**src/rtl/risc_core_param.sv**
```systemverilog
// risc_core_param: multicycle Simple RISC Machine core with a DATA_W-wide datapath.
// Ports: clk, reset_n (async active-low), s (start), load (IR load enable),
//        in[15:0] (instruction), out[DATA_W-1:0] (result register C),
//        N/V/Z (CMP flags), w (FSM in WAIT), ill (illegal encoding seen).
module risc_core_param #(
    parameter int DATA_W = 16
) (
    input  logic              clk,
    input  logic              reset_n,
    input  logic              s,
    input  logic              load,
    input  logic [15:0]       in,
    output logic [DATA_W-1:0] out,
    output logic              N,
    output logic              V,
    output logic              Z,
    output logic              w,
    output logic              ill
);
    typedef enum logic [2:0] {WAIT, DECODE, GET_A, GET_B, EXEC, WRITE, WRITE_IMM} state_t;
    state_t state;
    logic [15:0] ir;
    logic [DATA_W-1:0] rf [8];
    logic [DATA_W-1:0] a, b, rd_data, sh_data, alu, diff, imm;
    logic signed [7:0] imm8;
    logic [2:0] opc, rn, rd, rm;
    logic [1:0] op, sh;
    logic is_movi, is_movr, is_alu, is_cmp, is_mvn;
    assign opc = ir[15:13];
    assign op = ir[12:11];
    assign rn = ir[10:8];
    assign rd = ir[7:5];
    assign sh = ir[4:3];
    assign rm = ir[2:0];
    assign imm8 = ir[7:0];
    assign imm = DATA_W'(imm8);
    assign is_movi = opc == 3'b110 && op == 2'b10;
    assign is_movr = opc == 3'b110 && op == 2'b00;
    assign is_alu = opc == 3'b101;
    assign is_cmp = is_alu && op == 2'b01;
    assign is_mvn = is_alu && op == 2'b11;
    assign w = state == WAIT;
    // single read port: Rn while fetching A, Rm otherwise
    assign rd_data = rf[state == GET_A ? rn : rm];
    assign sh_data = sh == 2'b01 ? {rd_data[DATA_W-2:0], 1'b0}
                   : sh == 2'b10 ? {1'b0, rd_data[DATA_W-1:1]}
                   : sh == 2'b11 ? {rd_data[DATA_W-1], rd_data[DATA_W-1:1]}
                   : rd_data;
    assign diff = a - b;
    assign alu = is_movr ? b : op == 2'b00 ? a + b : op == 2'b10 ? a & b : ~b;
    always_ff @(posedge clk or negedge reset_n) begin
        if (!reset_n) begin
            state <= WAIT;
            ir <= '0;
            out <= '0;
            N <= 1'b0;
            V <= 1'b0;
            Z <= 1'b0;
            ill <= 1'b0;
            a <= '0;
            b <= '0;
            for (int i = 0; i < 8; i++) rf[i] <= '0;
        end else begin
            case (state)
                WAIT: begin
                    if (load) ir <= in;
                    if (s) begin
                        state <= DECODE;
                        ill <= 1'b0;
                    end
                end
                DECODE: begin
                    state <= is_movi ? WRITE_IMM : (is_movr || is_mvn) ? GET_B : is_alu ? GET_A : WAIT;
                    ill <= !(is_movi || is_movr || is_alu);
                end
                GET_A: begin
                    a <= rd_data;
                    state <= GET_B;
                end
                GET_B: begin
                    b <= sh_data;
                    state <= EXEC;
                end
                EXEC: begin
                    if (is_cmp) begin
                        N <= diff[DATA_W-1];
                        Z <= diff == '0;
                        V <= (a[DATA_W-1] != b[DATA_W-1]) && (diff[DATA_W-1] != a[DATA_W-1]);
                    end
                    state <= is_cmp ? WAIT : WRITE;
                end
                WRITE: begin
                    out <= alu;
                    rf[rd] <= alu;
                    state <= WAIT;
                end
                WRITE_IMM: begin
                    rf[rn] <= imm;
                    state <= WAIT;
                end
                default: state <= WAIT;
            endcase
        end
    end
endmodule
```
**config.mk**
```make
export PLATFORM = sky130hd
export DESIGN_NAME = risc_core_param
export DESIGN_NICKNAME = d
export VERILOG_FILES = /design/src/rtl/risc_core_param.sv
export SDC_FILE = /design/constraint.sdc
export NUM_CORES = 1
export LEC_CHECK = 0
export BUFFER_PORTS_ARGS = -buffer_cell sky130_fd_sc_hd__buf_2
export CORE_MARGIN = 2
export CORE_UTILIZATION = 30
export DETAILED_ROUTE_END_ITERATION = 10
export MAX_ROUTING_LAYER = met4
export PLACE_DENSITY = 0.42
export REMOVE_ABC_BUFFERS = 1
export SLEW_MARGIN = 25
export SYNTH_ARGS = -nofsm -noshare
export SYNTH_HDL_FRONTEND = slang
export SYNTH_SLANG_ARGS = --single-unit
```
**constraint.sdc**
```tcl
create_clock -name clk -period 3.1 [get_ports clk]
set_clock_uncertainty 0.05 [all_clocks]
set_input_delay 0.93 -clock clk [delete_from_list [all_inputs] [get_ports clk]]
set_output_delay 0.93 -clock clk [all_outputs]
set_load 0.05 [all_outputs]
```
==> impl_metrics.tcl <==
set metrics [dict create \
    grt_pass1_wl_mm 60.2 \
    cp.buffers_inverters 4 \
    p_total_w 0.0167 \
    antennaDiodeCount 0 \
    peakVddDrop_v 0.000428 \
    io_buffer_count 40 \
    min_period_ns 2.99 \
    hold_class "in2async" \
    grt_overflow_total 0 \
    critPathLaunchType "flip-flop" \
    finalHoldWorstSlack_ns 0.382 \
    powerDensity_mw_per_mm2 1220 \
    cp-endpoint "rf[122]" \
    crit_cells 14 \
    place_congestion 0.838 \
    netlist_area_sq_mm 0.0117 \
    cts_buffer_depth 2 \
    layout.nets 1347 \
    crit_path_end_kind "flip-flop" \
    fp.dieW_um 202 \
    yosysUniqueCellTypes 82 \
    cp_max_fo 5 \
    dr_total_vias 9664 \
    drc_errors 0 \
    outcome "finished, final reports clean" \
    yosysWarningCount 0 \
    cpMaxStageDelayCell "dfrtp_1" \
    clkSinkCount 199 \
    p_leak_nw 5.92 \
    cp_top_family "compound AO/OA/AOI/OAI gates" \
    numCtsBuffers 17 \
    wire_per_inst_um 21.3 \
    synth-main-ff-cell "dfrtp_1" \
    syn2layout_area_growth_pct 16.9 \
    rr_endpoint "rf[122]" \
    dieArea_sq_mm 0.0406 \
    slew_headroom_pct 32.8 \
    antenna_found_initial 0 \
    fin_cells 1824 \
    htree_levels 4 \
    post_drt_via_cell_ratio 5.30 \
    cp.arrival_ns 3.25 \
    die_h_um 202 \
    rr_startpoint "a[0]" \
    synth_area_per_cell_sq_um 9.54 \
    hpwl_mm 28.0 \
    crit_start "a[0]" \
    crit_chain "ha_2 -> fa_2 -> nor2b_1 -> o21ai_1 -> buf_4 -> nand3_1 -> a311oi_2 -> buf_4 -> xnor2_1 -> a21oi_1 -> a221oi_2 -> buf_4 -> buf_6 -> o21ai_0" \
    drive_gt1_share_pct 20.2 \
    cts_tree "done" \
    rsz0062_at_grt "yes" \
    fin_crit_sh_pct 96.4 \
    yosysSeqAreaShare_pct 42.5 \
    ant_nets 0 \
    synth_edf_count 0 \
    rows 72 \
    drtPass1Iterations 5 \
    grt_start_max_net_pins 65 \
    core_area_sq_mm 0.0386 \
    ioPinCount 41 \
    drv_cap 0 \
    cpPeakStageDelay_ns 0.40 \
    wl_mm 38.8 \
    slew_viol_final 0 \
    cts_hold_buf 0 \
    worst_pin_slew_ns 1.00 \
    fmax_mhz 335 \
    r2r_slack_ns 0.11 \
    drtIter0Drc 726 \
    clkTransAtPathRegs_ns 0.07 \
    r2r_cells 14 \
    post-place-cells 1786 \
    synthArstFlopShare_pct 100 \
    start_util_pct 30.4 \
    clk_latency_ns 0.45 \
    first_global_vias 9556 \
    required_ns 3.36 \
    final_util_pct 35.5 \
    crit_type "reg2reg" \
    crit_top_cell "buf_4" \
    finalHoldViolCount 0 \
    grt_util_all_layers_pct 19.8 \
    setup_viol 0 \
    cts-root-buf "clkbuf_16" \
    syn_inst 1227 \
    synth_seq_cells 199 \
]
==> what timing repair did <==
action	CTS	global route
resized for setup	2	23
endpoints found under the setup margin	7	31
cloned	0	1
pin swaps	0	4
setup buffers	0	6
==> layout by cell type, fill, tap and decap left out, drive strengths merged, types with 5 or more instances in the layout <==
master	count
a211o	5
a211oi	9
a21oi	109
a221o	18
a221oi	6
a22oi	30
a2bb2oi	5
a31oi	7
and2	8
and3	7
buf	139
clkbuf	20
clkinv	5
dfrtp	199
ha	31
inv	47
mux2	18
mux2i	36
mux4	32
nand2	119
nand2b	6
nand3	11
nand3b	6
nand4	6
nor2	105
nor2b	11
nor3	24
nor3b	6
o21a	12
o21ai	147
o221a	8
o221ai	7
o22a	10
o31ai	8
or3	14
xnor2	11
==> registers in the layout, indices dropped and copies added (netlist names), 3 cells and up <==
register and flops:
out 16, ir 16, a 16, b 16
rf 128, state 3
==> worst min-delay path by stage <==
stage | slack [ns] | endpoint | cells past startpoint | start
final | 0.38 | out[12] | 1 | reset_n
after global routing | 0.40 | out[11] | 1 | reset_n
after CTS | 0.39 | out[12] | 1 | reset_n
after detailed placement | 0.42 | out[10] | 2 | out[10]
after global placement | 0.41 | V | 2 | V
after floorplan | 0.39 | rf[97] | 2 | rf[97]
==> power breakdown <==
| part | internal [W] | switching [W] |
|---|---|---|
| registers | 0.00359 | 0.000783 |
| logic | 0.00409 | 0.00594 |
| clock network | 0.00117 | 0.00109 |
| total | 0.00885 | 0.00781 |
==> metrics by stage <==
step	worst slack [ns]	TNS, ns	instance area (sq um)
2_1_floorplan	-1.19	-33.73	11300
3_3_place_gp	-0.0294	-0.137	13000
3_5_place_dp	-0.0140	-0.0140	13000
4_1_cts	0.0246	0	13500
5_1_grt	-0.0679	-0.459	13700
6_report	0.112	0	13700
==> cell usage after synthesis (10+ instances only) <==
| library cell | instances | share of area, % |
|---|---|---|
| clkbuf_1 | 57 | 1.8 |
| ha_1 | 31 | 3.3 |
| mux4_2 | 32 | 6.2 |
| dfrtp_1 | 199 | 43 |
| a22oi_1 | 30 | 1.9 |
| mux2i_1 | 35 | 3.0 |
| a221o_1 | 18 | 1.5 |
| nand2_1 | 119 | 3.8 |
| o21a_1 | 12 | 0.77 |
| mux2_2 | 18 | 1.7 |
| buf_1 | 11 | 0.35 |
| xnor2_1 | 11 | 0.82 |
| nand3_1 | 11 | 0.47 |
| or3_1 | 14 | 0.75 |
| inv_1 | 42 | 1.3 |
| o22a_1 | 10 | 0.75 |
| o21ai_0 | 134 | 5.7 |
| nor2b_1 | 11 | 0.59 |
| a21oi_1 | 109 | 4.7 |
| nor2_1 | 104 | 3.3 |
| buf_2 | 10 | 0.43 |
| nor3_1 | 24 | 1.0 |
| o21ai_1 | 13 | 0.56 |
==> metal layers <==
layer  vias to the layer above  wire length (um)  part of all wire [%]  track usage (%)
met5                         -                 0                     0                -
met4                         0               454                   1.2             4.73
li1                       4653                 -                     -                -
met3                        29              1300                   3.4             2.69
met2                       197             18100                    47             30.9
met1                      4785             18900                    49             27.5
==> cells by family (layout without fill, tap and decap cells) <==
logic type               count (synthesis)  in the layout  synth area share (%)
AO/OA/AOI/OAI                          421            421                  23.1
XOR/XNOR                                13             13                 0.973
adder cells (fa/ha/maj)                 33             33                  3.66
buffers and inverters                  134            213                  5.05
flip-flops                             199            199                  42.5
multiplexers                            86             86                  11.0
AND/OR/NAND/NOR                        341            341                  13.7
==> worst reg2reg max path: stages (launching register included) <==
cell and delay, ns:
dfrtp_1 0.40, ha_2 0.22, fa_2 0.35, nor2b_1 0.15, o21ai_1 0.17, buf_4 0.15, nand3_1 0.10, a311oi_2 0.31
buf_4 0.18, xnor2_1 0.12, a21oi_1 0.09, a221oi_2 0.17, buf_4 0.17, buf_6 0.13, o21ai_0 0.09
==> final cells by class <==
cell class / instances / area (sq um)
multi-input cells: 894 / 6250
well taps: 518 / 648
fillers: 4082 / 24900
inverters: 43 / 161
flip-flops and latches: 199 / 4980
clock buffers: 20 / 457
repair buffers: 139 / 1070
clock inverters: 11 / 115
No activity file was read; power rests on OpenSTA's default activity.
